## config.mk

```make
export PLATFORM = sky130hd
export DESIGN_NAME = sdram_cmd_sched
export DESIGN_NICKNAME = d
export VERILOG_FILES = /design/src/rtl/sdram_cmd_sched.sv
export SDC_FILE = /design/constraint.sdc
export NUM_CORES = 1
export LEC_CHECK = 0
export ABC_AREA = 1
export BUFFER_PORTS_ARGS = -buffer_cell sky130_fd_sc_hd__buf_2
export CAP_MARGIN = 25
export CORE_UTILIZATION = 54
export CTS_CLUSTER_DIAMETER = 30
export DETAILED_ROUTE_END_ITERATION = 8
export GPL_ROUTABILITY_DRIVEN = 1
export PLACE_DENSITY_LB_ADDON = 0.25
export SLEW_MARGIN = 20
export SYNTH_ARGS = -nofsm -noshare
export SYNTH_HDL_FRONTEND = slang
export SYNTH_SLANG_ARGS = --single-unit
```

## constraint.sdc

```tcl
create_clock -name ck -period 5.7 [get_ports ck]
set_input_delay 0 -clock ck [delete_from_list [all_inputs] [get_ports ck]]
set_output_delay 0 -clock ck [all_outputs]
set_load 0.005 [all_outputs]
```

## src/rtl/sdram_cmd_sched.sv

```systemverilog
// Single-requester SDRAM command scheduler with per-bank open-row tracking.
// Optional periodic refresh is compiled in with `define SDRAM_SCHED_REFRESH_EN.
module sdram_cmd_sched #(
  parameter int T_RP         = 2,
  parameter int T_RCD        = 2,
  parameter int T_CL         = 1,
  parameter int REF_INTERVAL = 780,
  parameter int T_RFC        = 8
) (
  input  logic        ck,
  input  logic        rst,
  input  logic        req_valid,
  output logic        req_ready,
  input  logic        req_we,
  input  logic [27:0] req_addr,
  input  logic [7:0]  req_wdata,
  output logic        rsp_valid,
  output logic [7:0]  rsp_rdata,
  output logic        mem_en,
  output logic [2:0]  mem_ba,
  output logic [14:0] mem_row,
  output logic [9:0]  mem_col,
  output logic        mem_we_n,
  output logic [7:0]  mem_wdata,
  input  logic [7:0]  mem_rdata,
  output logic [7:0]  bank_open,
  output logic        ref_busy
);

  localparam int T_MAX_A = (T_RP > T_RCD) ? T_RP : T_RCD;
  localparam int T_MAX_B = (T_CL > T_RFC) ? T_CL : T_RFC;
  localparam int T_MAX   = (T_MAX_A > T_MAX_B) ? T_MAX_A : T_MAX_B;
  localparam int TMR_W   = $clog2(T_MAX) + 1;

  typedef enum logic [2:0] {IDLE, PRE, ACT, ACCESS, RD_WAIT, REFRESH} state_t;

  // state_q is the FSM state that checkers bind to.
  state_t             state_q, state_d;
  logic [TMR_W-1:0]   tmr_q, tmr_d;

  logic               lat_we;
  logic [2:0]         lat_ba;
  logic [14:0]        lat_row;
  logic [9:0]         lat_col;
  logic [7:0]         lat_wdata;
  logic [14:0]        open_row [8];

  logic [2:0]         req_ba;
  logic [14:0]        req_row;
  logic [9:0]         req_col;
  logic               accept, row_hit, ref_pending, ref_enter;
  logic               access_enter, act_done, rd_done;

  // Handshake: a request transfers on the rising edge where req_valid && req_ready;
  // req_ready depends only on state, so it never combinationally follows req_valid.
  assign req_ready = (state_q == IDLE) && !ref_pending && !rst;
  assign accept    = req_valid && req_ready;
  assign req_ba    = req_addr[27:25];
  assign req_row   = req_addr[24:10];
  assign req_col   = req_addr[9:0];
  assign row_hit   = bank_open[req_ba] && (open_row[req_ba] == req_row);

  assign access_enter = (state_d == ACCESS) && (state_q != ACCESS);
  assign act_done     = (state_q == ACT) && (tmr_q == '0);
  assign rd_done      = (state_q == RD_WAIT) && (tmr_q == '0);
  assign ref_enter    = (state_q == IDLE) && (state_d == REFRESH);

  assign mem_en   = (state_q == ACCESS);
  assign mem_we_n = !((state_q == ACCESS) && lat_we);
  assign ref_busy = (state_q == REFRESH);

  always_ff @(posedge ck or posedge rst) begin
    if (rst) begin
      state_q <= IDLE;
      tmr_q   <= '0;
    end else begin
      state_q <= state_d;
      tmr_q   <= tmr_d;
    end
  end

  always_comb begin
    state_d = state_q;
    tmr_d   = (tmr_q != '0) ? tmr_q - 1'b1 : tmr_q;
    case (state_q)
      IDLE: begin
        if (accept) begin
          if (row_hit) begin
            state_d = ACCESS;
          end else if (bank_open[req_ba]) begin
            state_d = PRE;
            tmr_d   = TMR_W'(T_RP - 1);
          end else begin
            state_d = ACT;
            tmr_d   = TMR_W'(T_RCD - 1);
          end
        end else if (ref_pending) begin
          state_d = REFRESH;
          tmr_d   = TMR_W'(T_RFC - 1);
        end
      end
      PRE: begin
        if (tmr_q == '0) begin
          state_d = ACT;
          tmr_d   = TMR_W'(T_RCD - 1);
        end
      end
      ACT: begin
        if (tmr_q == '0) state_d = ACCESS;
      end
      ACCESS: begin
        if (lat_we) begin
          state_d = IDLE;
        end else begin
          state_d = RD_WAIT;
          tmr_d   = TMR_W'(T_CL - 1);
        end
      end
      RD_WAIT: begin
        if (tmr_q == '0) state_d = IDLE;
      end
      REFRESH: begin
        if (tmr_q == '0) state_d = IDLE;
      end
      default: state_d = IDLE;
    endcase
  end

  always_ff @(posedge ck or posedge rst) begin
    if (rst) begin
      lat_we    <= 1'b0;
      lat_ba    <= '0;
      lat_row   <= '0;
      lat_col   <= '0;
      lat_wdata <= '0;
      mem_ba    <= '0;
      mem_row   <= '0;
      mem_col   <= '0;
      mem_wdata <= '0;
      bank_open <= '0;
      rsp_valid <= 1'b0;
      rsp_rdata <= '0;
      for (int i = 0; i < 8; i++) open_row[i] <= '0;
    end else begin
      rsp_valid <= rd_done;
      if (rd_done) rsp_rdata <= mem_rdata;
      if (accept) begin
        lat_we    <= req_we;
        lat_ba    <= req_ba;
        lat_row   <= req_row;
        lat_col   <= req_col;
        lat_wdata <= req_wdata;
      end
      // A hit goes straight from IDLE to ACCESS, before the latches are visible.
      if (access_enter) begin
        mem_ba    <= (state_q == IDLE) ? req_ba    : lat_ba;
        mem_row   <= (state_q == IDLE) ? req_row   : lat_row;
        mem_col   <= (state_q == IDLE) ? req_col   : lat_col;
        mem_wdata <= (state_q == IDLE) ? req_wdata : lat_wdata;
      end
      if (accept && bank_open[req_ba] && !row_hit) bank_open[req_ba] <= 1'b0;
      if (act_done) begin
        bank_open[lat_ba] <= 1'b1;
        open_row[lat_ba]  <= lat_row;
      end
      if (ref_enter) bank_open <= '0;
    end
  end

`ifdef SDRAM_SCHED_REFRESH_EN
  localparam int REF_W = $clog2(REF_INTERVAL) + 1;
  logic [REF_W-1:0] ref_cnt;

  // Entering REFRESH wins over a coincident expiry: back-to-back expiries merge.
  always_ff @(posedge ck or posedge rst) begin
    if (rst) begin
      ref_cnt     <= '0;
      ref_pending <= 1'b0;
    end else begin
      if (ref_cnt == REF_W'(REF_INTERVAL - 1)) ref_cnt <= '0;
      else                                     ref_cnt <= ref_cnt + 1'b1;
      if (ref_enter)                                ref_pending <= 1'b0;
      else if (ref_cnt == REF_W'(REF_INTERVAL - 1)) ref_pending <= 1'b1;
    end
  end
`else
  logic unused_ref_cfg;
  assign unused_ref_cfg = (REF_INTERVAL > 0);
  assign ref_pending    = 1'b0;
`endif

endmodule
```

Word-level counts from Yosys, hierarchy flattened
Index checks and enable logic that the tools add are counted.

Register bits: 217. Output and inout bits: 57.

Add/sub/neg operators: 1. Order comparisons: 7. Equal/unequal tests: 9. Muxes and demuxes: 33. Bitwise logic cells: 5. Reductions and logical operators: 20.

Operator list (count): $bwmux 120 (1); $mux 15 (4); $bmux 15 s3 (1); $demux 15 s3 (1); $mux 8 (4); $mux 4 (5); $mux 3 (6); $eq 15x15->1 (1); $pmux 3 s5 (1); $logic_and 1x1->1 (13); $pmux 4 s3 (1); $mux 10 (1); $eq 3x2->1 const B (3); $eq 3x3->1 const B (3); $and 8x8->8 (1); $ge 4x4->1 const B (2); $lt 3x4->1 const B (2); $not 3->4 (2); $not 8->8 (1); $or 8x8->8 (1); $demux 1 s3 (2); $ge 3x1->1 const B (2); $logic_not 4->1 (1); $lt 4x1->1 const B (1); 10 further kinds (15).

Logic depth before layout (Yosys ltp)
Gate-level depths: netlist of run 1.

Depth after elaboration: 12. Mapped depth: 21.

Least setup slack after synthesis of run 1
Ideal clock, no wire load.

Kind: register to register. From: register state_q[0]. To: register mem_col[0]. Setup time: 0.065 ns. Arrival: 1.917 ns. Data required time: 5.635 ns. Slack: 3.718 ns. Stages on the path, launching flop included: 11. Buffers on the path: 3. Clock period less this slack: 1.982 ns. Path through: dfrtp_1 > nor2_1 > nand2_1 > nor2_1 > nand2_1 > clkbuf_1 > o221ai_1 > buf_2 > buf_2 > nand3_1 > nand2_1.

Longest elaborated chain between the ends: 7. Elaborated cells between the ends (all ways): 18. Classes of those cells: 7 x eq/ne; 6 x mux; 5 x reduce/logical.

RTL lines: start, declared (line 38) `state_t state_q, state_d;`; start signal, assigned (line 77) `state_q <= state_d;`; $logic_not 3->1 (line 56) `assign req_ready = (state_q == IDLE) && !ref_pending && !rst;`; $logic_and 1x1->1 (line 56); named net req_ready (line 13) `output logic req_ready,`; $logic_and 1x1->1 (line 57) `assign accept = req_valid && req_ready;`; $mux 3 (line 87) `if (accept) begin`; $pmux 3 s5 (line 85) `case (state_q)`; $eq 3x2->1 (line 63) `assign access_enter = (state_d == ACCESS) && (state_q != ACCESS);`; $logic_and 1x1->1 (line 63); end signal, assigned (line 158) `mem_col <= (state_q == IDLE) ? req_col : lat_col;`; end, declared (line 22) `output logic [9:0] mem_col,`.

The timed path passes the listed nets, and every way through them passes these cells. A chain may end at the register's enable or synchronous reset.

Worst setup path in the final report of run 1
From: register state_q[0]. To: register mem_col[1].

Longest elaborated chain between the ends: 7. Elaborated cells between the ends (all ways): 18. Classes of those cells: 7 x eq/ne; 6 x mux; 5 x reduce/logical.

RTL lines (line): $logic_not 3->1 (56, 85, 158); $logic_and 1x1->1 (56); $logic_and 1x1->1 (57); $mux 3 (87); $pmux 3 s5 (85); $eq 3x2->1 (63); $logic_and 1x1->1 (63).

Several ways; a longest one is shown, not always the timed one.

==> impl_metrics.json, run 1 <==
{
  "worstMarginPinSlew_ns": 0.930,
  "grtUsageMet2_pct": 48.7,
  "crit_slowest_cell": "nand2_2",
  "final_area_mm2": 0.0132,
  "crit_type": "reg2reg",
  "chipHeight_um": 142,
  "via_per_inst": 5.20,
  "die_w_um": 142,
  "drt_first_pass_iters": 5,
  "hold_class": "in2async",
  "ir_worst_vdd_uv": 426,
  "htreeDepth": 2,
  "cpMostUsedCell": "nand2_4",
  "grt_overflow": 0,
  "yosysTopAreaCellShare_pct": 51.5,
  "p_leak_nw": 6.77,
  "ys_types": 34,
  "initial_core_util_pct": 55.8,
  "setup_tns_ns": 0,
  "status": "complete, no violations",
  "finalHoldViolCount": 0,
  "met1_usage_pct": 36.9,
  "syn-num-nets": 1427,
  "setup_violations": 0,
  "synth_ff_type": "dfrtp_1",
  "r2r_end": "mem_col[1]$_DFFE_PP0P_",
  "io_buffers": 104,
  "path_depth": 10,
  "crit_end": "mem_col[1]$_DFFE_PP0P_",
  "whs_ns": 0.0172,
  "dpl_cell_area_mm2": 0.0111,
  "worst-r2r-setup-slack_ns": 2.34,
  "fp-row-count": 50,
  "cts-buffers-inserted": 45,
  "endpoint_kind": "flip-flop",
  "ys_ff_latch": 217,
  "maxCapViolations": 0,
  "nets": 1565,
  "clockBufferDepth": 3,
  "ant_nets": 0,
  "synthTopCellsByArea": "dfrtp_1 52%, nand2_1 18%, o21ai_0 11%, inv_1 5.8%, nand3_1 4.4%",
  "finalWirelength_um": 28000,
  "drtIter0Drc": 634,
  "synth_top_area_cell": "dfrtp_1",
  "clk_pin_slew_worst_paths_ns": 0.05,
  "wl_per_cell_um": 15.5,
  "grt_pass1_vias": 9120,
  "required_ns": 6.10,
  "fill_cells": 1470,
  "post_cts.repair.setup_buffers": 0,
  "yosysSeqAreaShare_pct": 51.5,
  "busiest_layer": "met2",
  "ios": 105,
  "clock-sinks": 217,
  "track_usage_pct": 29.0,
  "worstPathCellList": "nor2_1 -> nand2_4 -> nor2_1 -> nand2_2 -> inv_1 -> nand2_4 -> nand2_4 -> nand2_4 -> nand2_1 -> nand2_1",
  "async_flop_share_pct": 100,
  "cts_root_buffer": "clkbuf_16",
  "drive_gt1_share_pct": 14.6,
  "crit_arrival_ns": 3.76,
  "dp_slack_ns": 2.10,
  "grt_pass1_wl_um": 45500,
  "fmax_mhz": 297,
  "p_per_area_mw_per_mm2": 548,
  "grt_max_degree": 172,
  "dp_hpwl_um": 16500,
  "path_max_fanout": 75,
  "synth-edff-count": 0,
  "dieArea_mm2": 0.0201,
  "drcViolationCount": 0,
  "cp-startpoint": "state_q[0]$_DFF_PP0_",
  "rsz0062_at_grt": "false",
  "syn_inst": 1377,
  "syn_avg_cell_area_um2": 7.65,
  "fin_crit_ns": 3.36,
  "synth_commonest_cells": "506 x nand2_1, 222 x o21ai_0, 217 x dfrtp_1, 163 x inv_1, 92 x nand3_1",
  "area_growth_pct": 25.4,
  "clk_latency_ns": 0.54,
  "cts_tree": "built",
  "critPathLaunchType": "flip-flop",
  "fp.coreArea_mm2": 0.0189,
  "gp_congestion": 0.873,
  "setup_ws_ns": 2.34,
  "synth.most_common_cell": "nand2_1",
  "grt_use_met3_pct": 4.59,
  "maxSlewViolCount": 0,
  "antenna_found_initial": 0,
  "fin_crit_sh_pct": 59.0,
  "rr_worst_depth": 10,
  "slowest_delay_ns": 0.45,
  "num_vias": 9417,
  "r2r-start": "state_q[0]$_DFF_PP0_",
  "finClkSkew_ns": 0.0203,
  "ys_warn_count": 0,
  "syn-cell-area_mm2": 0.0105,
  "cp_num_buf_inv": 1,
  "n_antenna_cell": 0,
  "maxSlewHeadroom_pct": 38.0,
  "critPathTopFamily": "simple AND/OR/NAND/NOR gates",
  "post-route-util_pct": 69.9
}
[report_power, final]
group          internal [mW]  switching, mW
Clock                   1.88          0.842
Sequential              2.15          0.388
Combinational          0.707           1.28
[repair_timing]
action                    CTS  global route
hold endpoints to repair  117             0
hold buffers               44             0
gates resized for setup     0             0
[stage by stage]
step / power, mW / std cells
5_1_grt: 7.72 / 1810
6_report: 7.25 / 1810
3_5_place_dp: 4.47 / 1683
4_1_cts: 7.26 / 1809
2_1_floorplan: 3.92 / 1377
3_3_place_gp: 4.38 / 1679
[worst register-to-register path, cell delays in order, from the launching register on]
cell	delay, ns
dfrtp_1	0.40
nor2_1	0.24
nand2_4	0.40
nor2_1	0.35
nand2_2	0.45
inv_1	0.39
nand2_4	0.09
nand2_4	0.33
nand2_4	0.33
nand2_1	0.19
nand2_1	0.07
[worst min-delay path by stage]
stage | from | cells past startpoint | slack, ns | to
after floorplan | rst | 1 | 0.04 | req_ready
after global placement | mem_rdata[4] | 3 | 0.20 | rsp_rdata[4]$_DFFE_PP0P_
after detailed placement | mem_rdata[6] | 3 | 0.20 | rsp_rdata[6]$_DFFE_PP0P_
after CTS | req_addr[26] | 3 | 0.01 | lat_ba[1]$_DFFE_PP0P_
after global routing | req_addr[26] | 3 | 0.03 | lat_ba[1]$_DFFE_PP0P_
final | rst | 3 | 0.02 | rsp_rdata[0]$_DFFE_PP0P_
[logic make-up after synthesis]
| logic type | count (synthesis) | share of synthesized area (%) |
|---|---|---|
| AND/OR/NAND/NOR | 680 | 26.6 |
| buffers and inverters | 239 | 10.0 |
| AO/OA/AOI/OAI | 237 | 11.5 |
| flip-flops | 217 | 51.5 |
| XOR/XNOR | 2 | 0.166 |
| adder cells (fa/ha/maj) | 2 | 0.237 |
[sequential cells by signal (all words and copies together) (netlist names)]
register	flops
mem_col	10
lat_we	1
open_row	120
state_q	3
rsp_valid	1
rsp_rdata	8
lat_wdata	8
mem_wdata	8
mem_ba	3
tmr_q	4
mem_row	15
lat_row	15
lat_ba	3
bank_open	8
lat_col	10
[layout make-up]
class                           instances  area (um2)  area share [%]
Sequential cell                       217        5430            41.1
Timing Repair Buffer                  162        1140            8.62
Inverter                              168         638            4.83
Multi-Input combinational cell        921        4080            30.9
Tap cell                              260         325            2.46
Clock inverter                         23         332            2.51
Clock buffer                           59        1270            9.61
[routing by layer]
metal	vias to the layer above	routed length, um
met5	-	0
met4	0	988
met3	77	1640
met2	328	13600
met1	4431	11800
li1	4581	-
[cell usage in the layout, fill, tap and decap left out, types with 3 or more instances in the layout]
cell,netlist,layout
nand2_2,3,4
bufinv_16,0,7
clkinvlp_4,0,4
clkbuf_1,41,6
or2_2,7,7
buf_4,4,8
nand2_1,506,504
buf_12,5,3
nand3_2,6,6
a21oi_1,5,5
buf_2,15,104
inv_1,163,162
dlygate4sd3_1,0,44
clkinv_2,1,10
dfrtp_1,217,217
nor2_1,55,55
clkbuf_8,0,7
o21ai_0,222,222
clkbuf_16,0,46
nand3_1,92,92
nand2_4,4,5
No activity file was read; power rests on OpenSTA's default activity.
==> run 2, diff against run 1 <==
==> constraint.sdc (replaced) <==
create_clock -name ck -period 2.83 [get_ports ck]
set_input_delay 0 -clock ck [delete_from_list [all_inputs] [get_ports ck]]
set_output_delay 0 -clock ck [all_outputs]
set_load 0.005 [all_outputs]
==> impl_metrics.json, run 2 (synthesis gave the netlist of run 1 again) <==
{
  "switchingPower_mw": 5.10,
  "finClkSkew_ns": 0.0182,
  "fp-row-count": 50,
  "hold_path_end": "bank_open[5]$_DFF_PP0_",
  "p_leak_nw": 6.85,
  "hold_depth": 5,
  "drive_gt1_share_pct": 15.5,
  "clk_pin_slew_worst_paths_ns": 0.05,
  "fmax_mhz": 381,
  "maxCapViolations": 0,
  "fin_crit_ns": 2.62,
  "worstPathCellList": "dlygate4sd3_1 -> buf_2 -> inv_4 -> nor2_8 -> nand3_1 -> nand2_1 -> nor2_1 -> nand2_1 -> nand2_1 -> nor2_1 -> nand2_1 -> nor2_2 -> nand2_2 -> nand2_4 -> nand2_4 -> nand2_4 -> nand2_4 -> nand2_1 -> nand2_1",
  "nets": 1581,
  "worst-r2r-setup-slack_ns": 0.36,
  "status": "complete, no violations",
  "wl_met2_um": 13400,
  "wl_met1_um": 12000,
  "setup_violations": 0,
  "clockBufferDepth": 3,
  "htreeDepth": 2,
  "fp.coreArea_mm2": 0.0189,
  "path_max_fanout": 36,
  "largest-register": "open_row",
  "place_inst": 1698,
  "cts_root_buffer": "clkbuf_16",
  "drt_first_pass_iters": 5,
  "clkPwrFrac_pct": 37.7,
  "fin_crit_sh_pct": 92.7,
  "dpl_cell_area_mm2": 0.0113,
  "n_antenna_cell": 0,
  "ir_worst_vdd_uv": 869,
  "maxSlewHeadroom_pct": 49.7,
  "reg.largest.list": "open_row: 120 flops, lat_row: 15 flops, mem_row: 15 flops",
  "cp_num_buf_inv": 3,
  "track_usage_pct": 29.7,
  "fill_cells": 1445,
  "crit_arrival_ns": 3.01,
  "final_area_mm2": 0.0134,
  "r2r_end": "mem_row[8]$_DFFE_PP0P_",
  "post-route-util_pct": 70.8,
  "grt_pass1_wl_um": 46400,
  "required_ns": 3.22,
  "die_w_um": 142,
  "grt_pass1_vias": 9315,
  "layout_common_cells": "504 x nand2_1, 222 x o21ai_0, 217 x dfrtp_1",
  "drtIter0Drc": 905,
  "maxSlewViolCount": 0,
  "swShare_pct": 34.3,
  "rr_worst_depth": 15,
  "critPathLaunchType": "input port",
  "largest_reg_flops": 120,
  "chipHeight_um": 142,
  "rsz0062_at_grt": "false",
  "cts_tree": "built",
  "whs_ns": 0.0632,
  "combPwrFrac_pct": 28.3,
  "ant_nets": 0,
  "num_vias": 9529,
  "final_common_cell": "nand2_1",
  "setup_ws_ns": 0.207,
  "multi_input_area_mm2": 0.00407,
  "crit_slowest_cell": "dlygate4sd3_1",
  "wl_per_cell_um": 15.6,
  "critPathTopFamily": "simple AND/OR/NAND/NOR gates",
  "io_buffers": 104,
  "cts-buffers-inserted": 43,
  "grt_max_degree": 75,
  "worstMarginPinSlew_ns": 0.755,
  "met3_length_um": 1900,
  "setup_tns_ns": 0,
  "area_growth_pct": 27.0,
  "finalNonFillerCells": 1824,
  "register_area_mm2": 0.00543,
  "grt_overflow": 0,
  "via_per_inst": 5.22,
  "antenna_found_initial": 0,
  "gp_congestion": 0.864,
  "r2r-start": "open_row[81]$_DFFE_PP0P_",
  "finalHoldViolCount": 0,
  "dp_slack_ns": 0.261,
  "hp-start": "req_addr[25]",
  "post_cts_resize_count": 0,
  "p_int_mw": 9.78,
  "crit_type": "in2reg",
  "drcViolationCount": 0,
  "finalPower_mw": 14.9,
  "dp_hpwl_um": 16600,
  "clk_latency_ns": 0.52,
  "slowest_delay_ns": 0.53,
  "top_layer": "met4",
  "ios": 105,
  "cpMostUsedCell": "nand2_1",
  "hold_class": "in2reg",
  "dieArea_mm2": 0.0201,
  "pwr-share-seq_pct": 34.1,
  "finalWirelength_um": 28400,
  "endpoint_kind": "flip-flop",
  "clock-sinks": 217,
  "p_per_area_mw_per_mm2": 1110,
  "initial_core_util_pct": 55.8
}
==> run 2: changes by cell type in the layout (fill, tap and decap cells not counted), sizes merged <==
cell,change
buf,+16
dlygate4sd3,+2
clkinv,-1
clkinvlp,+2
bufinv,+4
clkbuf,-9
==> run 2: what timing repair did <==
item                                    4_1_cts  5_1_grt
buffers inserted                              0        2
endpoints found under the setup margin        0       36
endpoints found under the hold margin        89        0
hold buffers                                 46        0
==> run 2: cell type report <==
cell class                 instances  share of cell area (%)
clock buffer                      50                    8.71
inverter                         168                    4.77
clock inverter                    28                    3.37
sequential                       217                    40.6
multi-input combinational        921                    30.5
timing repair buffer             180                    9.67
tap                              260                    2.43
==> run 2: how the worst max path moves through the flow <==
stage	start	to	slack (ns)	depth (start not counted)
global placement	req_addr[26]	mem_col[6]$_DFFE_PP0P_	0.34	18
detailed placement	req_addr[26]	mem_row[11]$_DFFE_PP0P_	0.26	18
CTS	req_addr[26]	mem_row[8]$_DFFE_PP0P_	0.19	19
floorplan	rst	bank_open[0]$_DFF_PP0_	0.004	1
finish	req_addr[27]	mem_row[8]$_DFFE_PP0P_	0.21	19
global route	req_addr[27]	mem_col[1]$_DFFE_PP0P_	0.009	19
==> run 2: power groups by stage <==
stage                     registers, mW  clock network (mW)  logic [mW]
after global placement             5.02                   0        3.94
final                              5.07                5.61        4.20
after global routing               5.20                5.83        4.83
after detailed placement           5.06                   0        4.07
after floorplan                    4.94                   0        2.96
after CTS                          5.04                5.66        4.19
==> run 2: per-layer routing <==
| metal | vias up | GRT usage (%) |
|---|---|---|
| met3 | 78 | 4.99 |
| met4 | 0 | 13.8 |
| met1 | 4469 | 38.7 |
| met5 | - | 0 |
| met2 | 364 | 48.7 |
| li1 | 4618 | - |
==> run 2: worst register-to-register path: cells and delay by family, from the launching register on <==
family	cells	cell delay, ns
and+or+nand+nor	14	1.85
DFF	1	0.37
AOI/OAI and AO/OA	1	0.13
